## config.mk

```make
export PLATFORM = sky130hd
export DESIGN_NAME = barrido_display_flat
export DESIGN_NICKNAME = d
export VERILOG_FILES = /design/src/rtl/barrido_display_if.sv /design/src/rtl/barrido_display.sv /design/src/flat_wrapper.sv
export SDC_FILE = /design/constraint.sdc
export NUM_CORES = 1
export LEC_CHECK = 0
export BUFFER_PORTS_ARGS = -buffer_cell sky130_fd_sc_hd__buf_2
export CAP_MARGIN = 15
export CELL_PAD_IN_SITES_DETAIL_PLACEMENT = 1
export CELL_PAD_IN_SITES_GLOBAL_PLACEMENT = 1
export CORE_UTILIZATION = 44
export DETAILED_ROUTE_END_ITERATION = 12
export PLACE_DENSITY_LB_ADDON = 0.1
export SLEW_MARGIN = 20
export SYNTH_ARGS = -nofsm -noshare
export SYNTH_HDL_FRONTEND = slang
export SYNTH_SLANG_ARGS = --single-unit
```

## constraint.sdc

```tcl
create_clock -name clk -period 2.7 [get_ports clk]
set_input_delay 0.405 -clock clk [delete_from_list [all_inputs] [get_ports clk]]
set_output_delay 0.405 -clock clk [all_outputs]
set_load 0.05 [all_outputs]
```

## src/rtl/barrido_display_if.sv

```systemverilog
// Count inputs and display-pin outputs of barrido_display grouped as one bus.
// master drives the counts and select, slave (the display driver) drives the pins.
interface barrido_display_if #(
    parameter int N_DIGITOS = 4,
    parameter int W_CUENTA  = 14
);
    logic                 sw;
    logic [W_CUENTA-1:0]  cuenta1;
    logic [W_CUENTA-1:0]  cuenta2;
    logic [7:0]           catodo;
    logic [N_DIGITOS-1:0] anodo;
    logic                 desborde;
    logic                 conv_lista;

    modport master (
        output sw, cuenta1, cuenta2,
        input  catodo, anodo, desborde, conv_lista
    );

    modport slave (
        input  sw, cuenta1, cuenta2,
        output catodo, anodo, desborde, conv_lista
    );
endinterface

```

## src/rtl/barrido_display.sv

```systemverilog
// Multiplexed seven-segment driver: sequential double-dabble BCD conversion plus digit scan.
// Define BLANK_CEROS_EN to suppress leading zeros on the upper digits.
module barrido_display #(
    parameter int N_DIGITOS    = 4,
    parameter int W_CUENTA     = 14,
    parameter int DIV_REFRESCO = 50000
) (
    input  logic             clk,
    input  logic             reset,
    barrido_display_if.slave bus
);
    localparam int W_BCD = 4 * N_DIGITOS;
    localparam int W_IDX = (N_DIGITOS > 1) ? $clog2(N_DIGITOS) : 1;
    localparam int W_PRE = (DIV_REFRESCO > 1) ? $clog2(DIV_REFRESCO) : 1;
    localparam int W_CNT = (W_CUENTA > 1) ? $clog2(W_CUENTA) : 1;

    function automatic logic [63:0] limiteMax(input int n);
        logic [63:0] p;
        p = 64'd1;
        for (int i = 0; i < n; i++) p = p * 64'd10;
        return p - 64'd1;
    endfunction

    localparam logic [63:0] LIMITE = limiteMax(N_DIGITOS);

    function automatic logic [7:0] patron(input logic [3:0] d);
        case (d)
            4'd0:    patron = 8'b0000_0011;
            4'd1:    patron = 8'b1001_1111;
            4'd2:    patron = 8'b0010_0101;
            4'd3:    patron = 8'b0000_1101;
            4'd4:    patron = 8'b1001_1001;
            4'd5:    patron = 8'b0100_1001;
            4'd6:    patron = 8'b0100_0001;
            4'd7:    patron = 8'b0001_1111;
            4'd8:    patron = 8'b0000_0001;
            4'd9:    patron = 8'b0000_1001;
            default: patron = 8'b1111_1111;
        endcase
    endfunction

    typedef enum logic [1:0] {CAPTURA, DESPLAZA, FIN} estado_t;

    estado_t             r_estado;
    estado_t             w_siguiente;
    logic [W_CUENTA-1:0] w_entrada;
    logic [W_CUENTA-1:0] r_shift;
    logic [W_BCD-1:0]    r_bcd;
    logic [W_BCD-1:0]    w_bcdSig;
    logic [W_BCD-1:0]    r_disp;
    logic [W_CNT-1:0]    r_cnt;
    logic [3:0]          w_nib;
    logic                w_acarreo;
    logic                r_excede;
    logic                r_desborde;
    logic                r_convLista;

    logic [W_PRE-1:0]     r_presc;
    logic [W_IDX-1:0]     r_idx;
    logic [W_IDX-1:0]     w_idxSig;
    logic                 r_activo;
    logic                 w_strobe;
    logic [3:0]           w_digito;
    logic [7:0]           w_catodoSig;
    logic [7:0]           r_catodo;
    logic [N_DIGITOS-1:0] r_anodo;
`ifdef BLANK_CEROS_EN
    logic                 w_apagar;
`endif

    assign w_entrada = bus.sw ? bus.cuenta1 : bus.cuenta2;

    always_ff @(posedge clk) begin
        if (reset) r_estado <= CAPTURA;
        else       r_estado <= w_siguiente;
    end

    always_comb begin
        w_siguiente = r_estado;
        case (r_estado)
            CAPTURA:  w_siguiente = DESPLAZA;
            DESPLAZA: if (r_cnt == W_CNT'(W_CUENTA - 1)) w_siguiente = FIN;
            FIN:      w_siguiente = CAPTURA;
            default:  w_siguiente = CAPTURA;
        endcase
    end

    // One double-dabble step; each adjusted nibble's MSB carries into the next nibble.
    always_comb begin
        w_bcdSig  = '0;
        w_nib     = 4'd0;
        w_acarreo = r_shift[W_CUENTA-1];
        for (int k = 0; k < N_DIGITOS; k++) begin
            w_nib = r_bcd[4*k +: 4];
            if (w_nib >= 4'd5) w_nib = w_nib + 4'd3;
            w_bcdSig[4*k +: 4] = {w_nib[2:0], w_acarreo};
            w_acarreo = w_nib[3];
        end
    end

    always_ff @(posedge clk) begin
        if (reset) begin
            r_shift     <= '0;
            r_bcd       <= '0;
            r_cnt       <= '0;
            r_excede    <= 1'b0;
            r_disp      <= '0;
            r_desborde  <= 1'b0;
            r_convLista <= 1'b0;
        end else begin
            r_convLista <= 1'b0;
            case (r_estado)
                CAPTURA: begin
                    r_shift  <= w_entrada;
                    r_bcd    <= '0;
                    r_cnt    <= '0;
                    r_excede <= (64'(w_entrada) > LIMITE);
                end
                DESPLAZA: begin
                    r_bcd   <= w_bcdSig;
                    r_shift <= r_shift << 1;
                    r_cnt   <= r_cnt + W_CNT'(1);
                end
                FIN: begin
                    r_disp      <= r_bcd;
                    r_desborde  <= r_excede;
                    r_convLista <= 1'b1;
                end
                default: ;
            endcase
        end
    end

    assign w_strobe = (r_presc == W_PRE'(DIV_REFRESCO - 1));

    // The first strobe after reset only un-blanks digit 0; later strobes advance the index.
    always_comb begin
        w_idxSig = r_idx;
        if (r_activo) begin
            if (r_idx == W_IDX'(N_DIGITOS - 1)) w_idxSig = '0;
            else                                w_idxSig = r_idx + W_IDX'(1);
        end
    end

    always_comb begin
        w_digito = 4'd0;
`ifdef BLANK_CEROS_EN
        w_apagar = 1'b0;
`endif
        for (int k = 0; k < N_DIGITOS; k++) begin
            if (w_idxSig == W_IDX'(k)) begin
                w_digito = r_disp[4*k +: 4];
`ifdef BLANK_CEROS_EN
                w_apagar = (k > 0) && ((r_disp >> (4*k)) == '0);
`endif
            end
        end
    end

    always_comb begin
        w_catodoSig = patron(w_digito);
`ifdef BLANK_CEROS_EN
        if (w_apagar) w_catodoSig = 8'b1111_1111;
`endif
        if (r_desborde) w_catodoSig = 8'b1111_1101;
    end

    always_ff @(posedge clk) begin
        if (reset) begin
            r_presc  <= '0;
            r_idx    <= '0;
            r_activo <= 1'b0;
            r_anodo  <= '1;
            r_catodo <= 8'hFF;
        end else begin
            if (w_strobe) begin
                r_presc  <= '0;
                r_idx    <= w_idxSig;
                r_activo <= 1'b1;
                r_anodo  <= ~(N_DIGITOS'(1) << w_idxSig);
                r_catodo <= w_catodoSig;
            end else begin
                r_presc <= r_presc + W_PRE'(1);
            end
        end
    end

    assign bus.catodo     = r_catodo;
    assign bus.anodo      = r_anodo;
    assign bus.desborde   = r_desborde;
    assign bus.conv_lista = r_convLista;
endmodule
```

## src/flat_wrapper.sv

```systemverilog
// flat-port wrapper written by rule: the top's interface ports become plain ports
module barrido_display_flat 
#(
    parameter int N_DIGITOS    = 4,
    parameter int W_CUENTA     = 14,
    parameter int DIV_REFRESCO = 50000
)
  (clk, reset, bus_sw, bus_cuenta1, bus_cuenta2, bus_catodo, bus_anodo, bus_desborde, bus_conv_lista);
  barrido_display_if #(.N_DIGITOS(N_DIGITOS), .W_CUENTA(W_CUENTA)) bus_i ();
  input  logic clk;
  input  logic reset;
  input wire logic [$bits(bus_i.sw)-1:0] bus_sw;
  input wire logic [$bits(bus_i.cuenta1)-1:0] bus_cuenta1;
  input wire logic [$bits(bus_i.cuenta2)-1:0] bus_cuenta2;
  output wire logic [$bits(bus_i.catodo)-1:0] bus_catodo;
  output wire logic [$bits(bus_i.anodo)-1:0] bus_anodo;
  output wire logic [$bits(bus_i.desborde)-1:0] bus_desborde;
  output wire logic [$bits(bus_i.conv_lista)-1:0] bus_conv_lista;
  assign bus_i.sw = bus_sw;
  assign bus_i.cuenta1 = bus_cuenta1;
  assign bus_i.cuenta2 = bus_cuenta2;
  assign bus_catodo = bus_i.catodo;
  assign bus_anodo = bus_i.anodo;
  assign bus_desborde = bus_i.desborde;
  assign bus_conv_lista = bus_i.conv_lista;
  barrido_display #(.N_DIGITOS(N_DIGITOS), .W_CUENTA(W_CUENTA), .DIV_REFRESCO(DIV_REFRESCO)) u_core (.clk(clk), .reset(reset), .bus(bus_i));
endmodule
```

==> impl_metrics.json, run 1 <==
{
  "fmax_mhz": 398,
  "cts_resized": 0,
  "routed_via_density": 5.27,
  "worst_pin_slew_ns": 0.628,
  "portBuffers": 43,
  "crit_type": "reg2reg",
  "core_um2": 9330,
  "cts-root-buf": "clkbuf_8",
  "slew_headroom_pct": 58.1,
  "sequentialPowerShare_pct": 52.6,
  "crit_path_frequent_cell": "ha_1",
  "gp_congestion": 0.824,
  "synth_seq_cells": 85,
  "setup_viol_count_final": 0,
  "rows": 35,
  "initialDrtViolationCount": 128,
  "stdcell_area_um2": 4860,
  "irDropWorstVdd_mv": 0.306,
  "fin_crit_sh_pct": 93.0,
  "antenna_cells": 0,
  "max_cap_violations": 0,
  "seqCellArea_um2": 1700,
  "cp-startpoint": "u_core.r_idx[1]",
  "power_switching_share_pct": 22.5,
  "grt_max_degree": 37,
  "worst_path_max_delay_cell": "dfxtp_1",
  "final_nets": 596,
  "dp_hpwl_mm": 7.15,
  "placed_cell_area_um2": 4610,
  "synth_area_um2": 4260,
  "synth_edf_count": 0,
  "cts_sinks": 85,
  "power_density_nw_per_um2": 504,
  "clk_latency_ns": 0.35,
  "die_area_um2": 10100,
  "crit_arrival_ns": 2.75,
  "synthArstFlopShare_pct": 0,
  "grt_util_all_layers_pct": 20.8,
  "hp-class": "reg2reg",
  "dr.pass1.iters": 4,
  "pin_count": 45,
  "skew_ns": 0.00483,
  "crit_fanout": 8,
  "switchingPower_mw": 0.550,
  "drc_errors": 0,
  "cts-buffers-inserted": 9,
  "syn_inst": 507,
  "critPathMaxStageDelay_ns": 0.41,
  "synth-warning-count": 0,
  "cts_tree": "done",
  "fin_tns_setup_ns": 0,
  "postSynthNetCount": 556,
  "hold_violations": 0,
  "crit_chain": "ha_1 > mux2i_4 > buf_12 > mux2i_1 > mux2_2 > inv_1 > ha_1 > or3b_1 > o2111ai_1 > a21oi_1",
  "antenna_found_initial": 0,
  "vias": 3592,
  "r2r_cells": 10,
  "endpoint_kind": "flip-flop",
  "final_util_pct": 52.1,
  "comb_power_share_pct": 5.4,
  "grt_overflow_total": 0,
  "wl_per_cell_um": 14.4,
  "crit_cells": 10,
  "clockPowerShare_pct": 41.9,
  "rsz0062_at_grt": "no",
  "synth_cell_types": 52,
  "critPathRequiredTime_ns": 2.94,
  "grt_first_pass_wirelength_mm": 16.7,
  "clkTransAtPathRegs_ns": 0.08,
  "drive_above_1_share_pct": 14.9,
  "die_h_um": 100,
  "multi_input_area_um2": 2370,
  "grt_pass1_vias": 3609,
  "r2r_slack_ns": 0.19,
  "final_max_slew_viol_count": 0,
  "crit_end": "u_core.bus.catodo[2]",
  "leakage_nw": 1.95,
  "start_util_pct": 45.6,
  "finalCriticalPeriod_ns": 2.51,
  "routed_wl_mm": 9.81,
  "fillers": 1152,
  "ys_seq_area_share_pct": 40.0,
  "final_common_cell": "dfxtp_1",
  "cp.buffers_inverters": 2,
  "timing.rr.start": "u_core.r_idx[1]",
  "outcome": "complete, no violations",
  "clk_path_buf_depth": 2,
  "final_cell_mix": "85 x dfxtp_1, 75 x nor2_1, 58 x nand2_1",
  "intPower_mw": 1.90,
  "fp.dieW_um": 100,
  "synth_top_flop_cell": "dfxtp_1",
  "synth.avg_cell_area_um2": 8.40,
  "area_growth_syn_to_layout_pct": 14.1,
  "ant_nets": 0,
  "cts.htree.levels": 3,
  "start_kind": "flip-flop",
  "cp_top_family": "multiplexers",
  "reg2reg_to": "u_core.bus.catodo[2]"
}
## cells by family (layout without fill, tap and decap cells)
logic type | count (synthesis) | count (layout) | share of synthesized area, %
buffers and inverters | 46 | 91 | 4.44
other | 1 | 1 | 0.0881
AOI/OAI and AO/OA | 96 | 96 | 13.5
muxes | 49 | 49 | 12.3
adders and majority gates | 18 | 18 | 5.29
and+or+nand+nor | 192 | 192 | 20.4
xor gates and xnor gates | 20 | 20 | 4.11
DFF | 85 | 85 | 40.0
## through the flow
step / power, mW / hold slack [ns] / std cells / setup WS [ns]
2_1_floorplan: 1.40 / 0.428 / 507 / 0.275
3_3_place_gp: 1.45 / 0.443 / 663 / 0.275
3_5_place_dp: 1.45 / 0.460 / 663 / 0.208
4_1_cts: 2.48 / 0.472 / 679 / 0.140
5_1_grt: 2.55 / 0.492 / 681 / 0.0262
6_report: 2.45 / 0.469 / 681 / 0.188
## synthesized netlist by cell type, drive strengths merged, types with 3 or more instances
cell type  number  area [µm²]
nor2b           5        31.3
mux2i          43         443
nor2           75         282
xnor2          13         114
buf            10        53.8
and3            4        25.0
ha             18         225
nand2          58         218
nand4           3        18.8
dfxtp          85        1700
a21o            3        22.5
a21oi          38         190
inv            17        63.8
a22oi          11        82.6
clkbuf         19        71.3
nor3           12        60.1
o21ai          25         125
xor2            7        61.3
nand2b          8        50.1
o21bai          3        22.5
nor4            3        18.8
nand3          11        55.1
mux2            6        78.8
## area by class of cell
class	instances	area share [%]
Timing Repair Buffer	58	7.00
Tap cell	129	3.32
Clock buffer	12	3.19
Sequential cell	85	35.0
Multi-Input combinational cell	376	48.7
Clock inverter	4	1.44
Inverter	17	1.31
## sequential cells by signal, indices dropped and copies added (netlist names)
signal and flops:
u_core.bus.anodo 4, u_core.bus.catodo 7, u_core.bus.conv_lista 1, u_core.bus.desborde 1, u_core.r_activo 1, u_core.r_bcd 16
u_core.r_cnt 4, u_core.r_disp 16, u_core.r_estado 2, u_core.r_excede 1, u_core.r_idx 2, u_core.r_presc 16
u_core.r_shift 14
## tightest hold or removal path, delay by kind of cell (launching register included)
| kind | cells | cell delay (ns) |
|---|---|---|
| and+or+nand+nor | 1 | 0.05 |
| DFF | 1 | 0.32 |
| AOI/OAI and AO/OA | 1 | 0.05 |
## how the worst min path moves through the flow
| stage | from | end | slack (ns) | cells past startpoint |
|---|---|---|---|---|
| floorplan | u_core.r_excede | u_core.bus.desborde | 0.43 | 2 |
| global placement | u_core.r_presc[0] | u_core.r_presc[0] | 0.44 | 1 |
| finish | u_core.r_disp[11] | u_core.r_disp[11] | 0.47 | 2 |
| CTS | bus_cuenta2[0] | u_core.r_shift[0] | 0.47 | 5 |
| global route | u_core.r_disp[11] | u_core.r_disp[11] | 0.49 | 2 |
| detailed placement | u_core.r_presc[0] | u_core.r_presc[0] | 0.46 | 1 |
## power groups by stage
stage | combinational (mW) | sequential (mW) | clock [mW]
2_1_floorplan | 0.0913 | 1.31 | 0
3_3_place_gp | 0.131 | 1.32 | 0
3_5_place_dp | 0.135 | 1.32 | 0
4_1_cts | 0.135 | 1.29 | 1.06
5_1_grt | 0.151 | 1.29 | 1.10
6_report | 0.133 | 1.29 | 1.03
## per-layer routing
| metal | up-vias | part of all wire [%] | routed length (µm) | GRT usage [%] |
|---|---|---|---|---|
| li1 | 1814 | - | - | - |
| met1 | 1716 | 47 | 4620 | 26.4 |
| met2 | 48 | 49 | 4800 | 35.1 |
| met3 | 14 | 2.4 | 240 | 4.39 |
| met4 | 0 | 1.5 | 152 | 7.02 |
| met5 | - | 0 | 0 | 0 |
## timing repair
action | in CTS | in global routing
buffers inserted | 0 | 2
hold buffers | 0 | 0
setup endpoints to repair | 0 | 2
(Power assumes the default switching activity.)
==> run 2: changes to the inputs <==
--- a/config.mk
+++ b/config.mk
@@ -12,6 +12,7 @@
 export CORE_UTILIZATION = 44
 export DETAILED_ROUTE_END_ITERATION = 12
 export PLACE_DENSITY_LB_ADDON = 0.1
+export RECOVER_POWER = 25
 export SLEW_MARGIN = 20
 export SYNTH_ARGS = -nofsm -noshare
 export SYNTH_HDL_FRONTEND = slang
==> impl_metrics.json, run 2 (same netlist as run 1, synthesis figures left out) <==
{
  "cts-buffers-inserted": 9,
  "fin_crit_sh_pct": 92.1,
  "rows": 35,
  "vias": 3587,
  "irDropWorstVdd_mv": 0.306,
  "antenna_found_initial": 0,
  "final_common_cell": "dfxtp_1",
  "reg2reg_to": "u_core.bus.catodo[2]",
  "setup_viol_count_final": 0,
  "grt_first_pass_wirelength_mm": 16.7,
  "grt_util_all_layers_pct": 20.8,
  "final_cell_mix": "85 x dfxtp_1, 75 x nor2_1, 58 x nand2_1",
  "critPathRequiredTime_ns": 2.94,
  "routed_wl_mm": 9.83,
  "timing.rr.start": "u_core.r_idx[1]",
  "gp_congestion": 0.824,
  "cp.buffers_inverters": 2,
  "crit_type": "reg2reg",
  "cts_resized": 0,
  "fp.dieW_um": 100,
  "cts_tree": "done",
  "skew_ns": 0.00480,
  "area_growth_syn_to_layout_pct": 13.6,
  "setup_ws_ns": 0.214,
  "power_density_nw_per_um2": 506,
  "routed_via_density": 5.27,
  "hp-class": "reg2reg",
  "ant_nets": 0,
  "cts_setup_buffers": 0,
  "critPathMaxStageDelay_ns": 0.41,
  "fin_tns_setup_ns": 0,
  "clkTransAtPathRegs_ns": 0.08,
  "dp_hpwl_mm": 7.15,
  "portBuffers": 43,
  "core_um2": 9330,
  "crit_chain": "ha_1 > mux2i_4 > buf_12 > mux2i_1 > mux2_2 > inv_1 > ha_1 > or3b_1 > o2111ai_1 > a21oi_1",
  "cp_top_family": "multiplexers",
  "cts_sinks": 85,
  "cp-startpoint": "u_core.r_idx[1]",
  "crit_arrival_ns": 2.73,
  "max_cap_violations": 0,
  "cts.htree.levels": 3,
  "worst_pin_slew_ns": 0.625,
  "dp_slack_ns": 0.208,
  "drive_above_1_share_pct": 12.3,
  "die_area_um2": 10100,
  "fillers": 1161,
  "dr.pass1.iters": 4,
  "crit_fanout": 8,
  "pin_count": 45,
  "outcome": "complete, no violations",
  "r2r_cells": 10,
  "cts_hold_buf": 0,
  "die_h_um": 100,
  "grt_pass1_vias": 3609,
  "slew_headroom_pct": 58.3,
  "crit_end": "u_core.bus.catodo[2]",
  "finalCriticalPeriod_ns": 2.49,
  "final_nets": 596,
  "fmax_mhz": 402,
  "grt_overflow_total": 0,
  "start_util_pct": 45.6,
  "crit_cells": 10,
  "rsz0062_at_grt": "no",
  "crit_path_frequent_cell": "ha_1",
  "clk_latency_ns": 0.35,
  "cts-root-buf": "clkbuf_8",
  "leakage_nw": 1.93,
  "reg_top3": "u_core.r_bcd x16, u_core.r_disp x16, u_core.r_presc x16",
  "clk_path_buf_depth": 2,
  "drc_errors": 0,
  "antenna_cells": 0,
  "initialDrtViolationCount": 137,
  "worst_path_max_delay_cell": "dfxtp_1",
  "r2r_slack_ns": 0.21,
  "start_kind": "flip-flop",
  "wl_per_cell_um": 14.4,
  "grt_max_degree": 37,
  "endpoint_kind": "flip-flop",
  "final_max_slew_viol_count": 0,
  "hold_violations": 0
}
==> run 2: cell type report <==
cell class              instances  area, µm²  share of cell area, %
well taps                     129        161                   3.34
multi-input cells             376       2370                   48.9
clock buffers                  12        155                   3.21
flip-flops and latches         85       1700                   35.2
clock inverters                 4       70.1                   1.45
repair buffers                 58        318                   6.57
inverters                      17       63.8                   1.32
==> run 2: per-stage QoR <==
stage / cell area (µm²) / power [mW] / hold slack, ns / cells / utilization (%)
floorplan: 4260 / 1.40 / 0.428 / 507 / -
CTS: 4830 / 2.48 / 0.472 / 679 / 51.8
finish: 4840 / 2.45 / 0.469 / 681 / 51.9
global route: 4840 / 2.55 / 0.492 / 681 / 51.9
global placement: 4610 / 1.45 / 0.443 / 663 / 49.4
detailed placement: 4610 / 1.45 / 0.460 / 663 / 49.4
==> run 2: report_power, final <==
part | internal [mW] | leakage (nW) | total (mW) | switching (mW)
registers | 1.27 | 0.689 | 1.29 | 0.0165
logic | 0.0561 | 1.12 | 0.133 | 0.0768
clock network | 0.569 | 0.116 | 1.02 | 0.454
total | 1.90 | 1.93 | 2.45 | 0.547
==> run 2: how the worst min path moves through the flow <==
stage	start	to	slack (ns)	cells after the start
after global placement	u_core.r_presc[0]	u_core.r_presc[0]	0.44	1
after detailed placement	u_core.r_presc[0]	u_core.r_presc[0]	0.46	1
after floorplan	u_core.r_excede	u_core.bus.desborde	0.43	2
after CTS	bus_cuenta2[0]	u_core.r_shift[0]	0.47	5
after global routing	u_core.r_disp[11]	u_core.r_disp[11]	0.49	2
final	u_core.r_disp[11]	u_core.r_disp[11]	0.47	2
==> run 2: layer usage <==
| layer | track usage [%] | routed length [µm] |
|---|---|---|
| met4 | 7.02 | 155 |
| met1 | 26.4 | 4640 |
| met2 | 35.1 | 4800 |
| met5 | 0 | 0 |
| met3 | 4.39 | 232 |
==> run 2: worst min-delay path, stage by stage (launching register included) <==
cell     delay, ns
dfxtp_1       0.32
nand2_1       0.05
a21oi_1       0.05
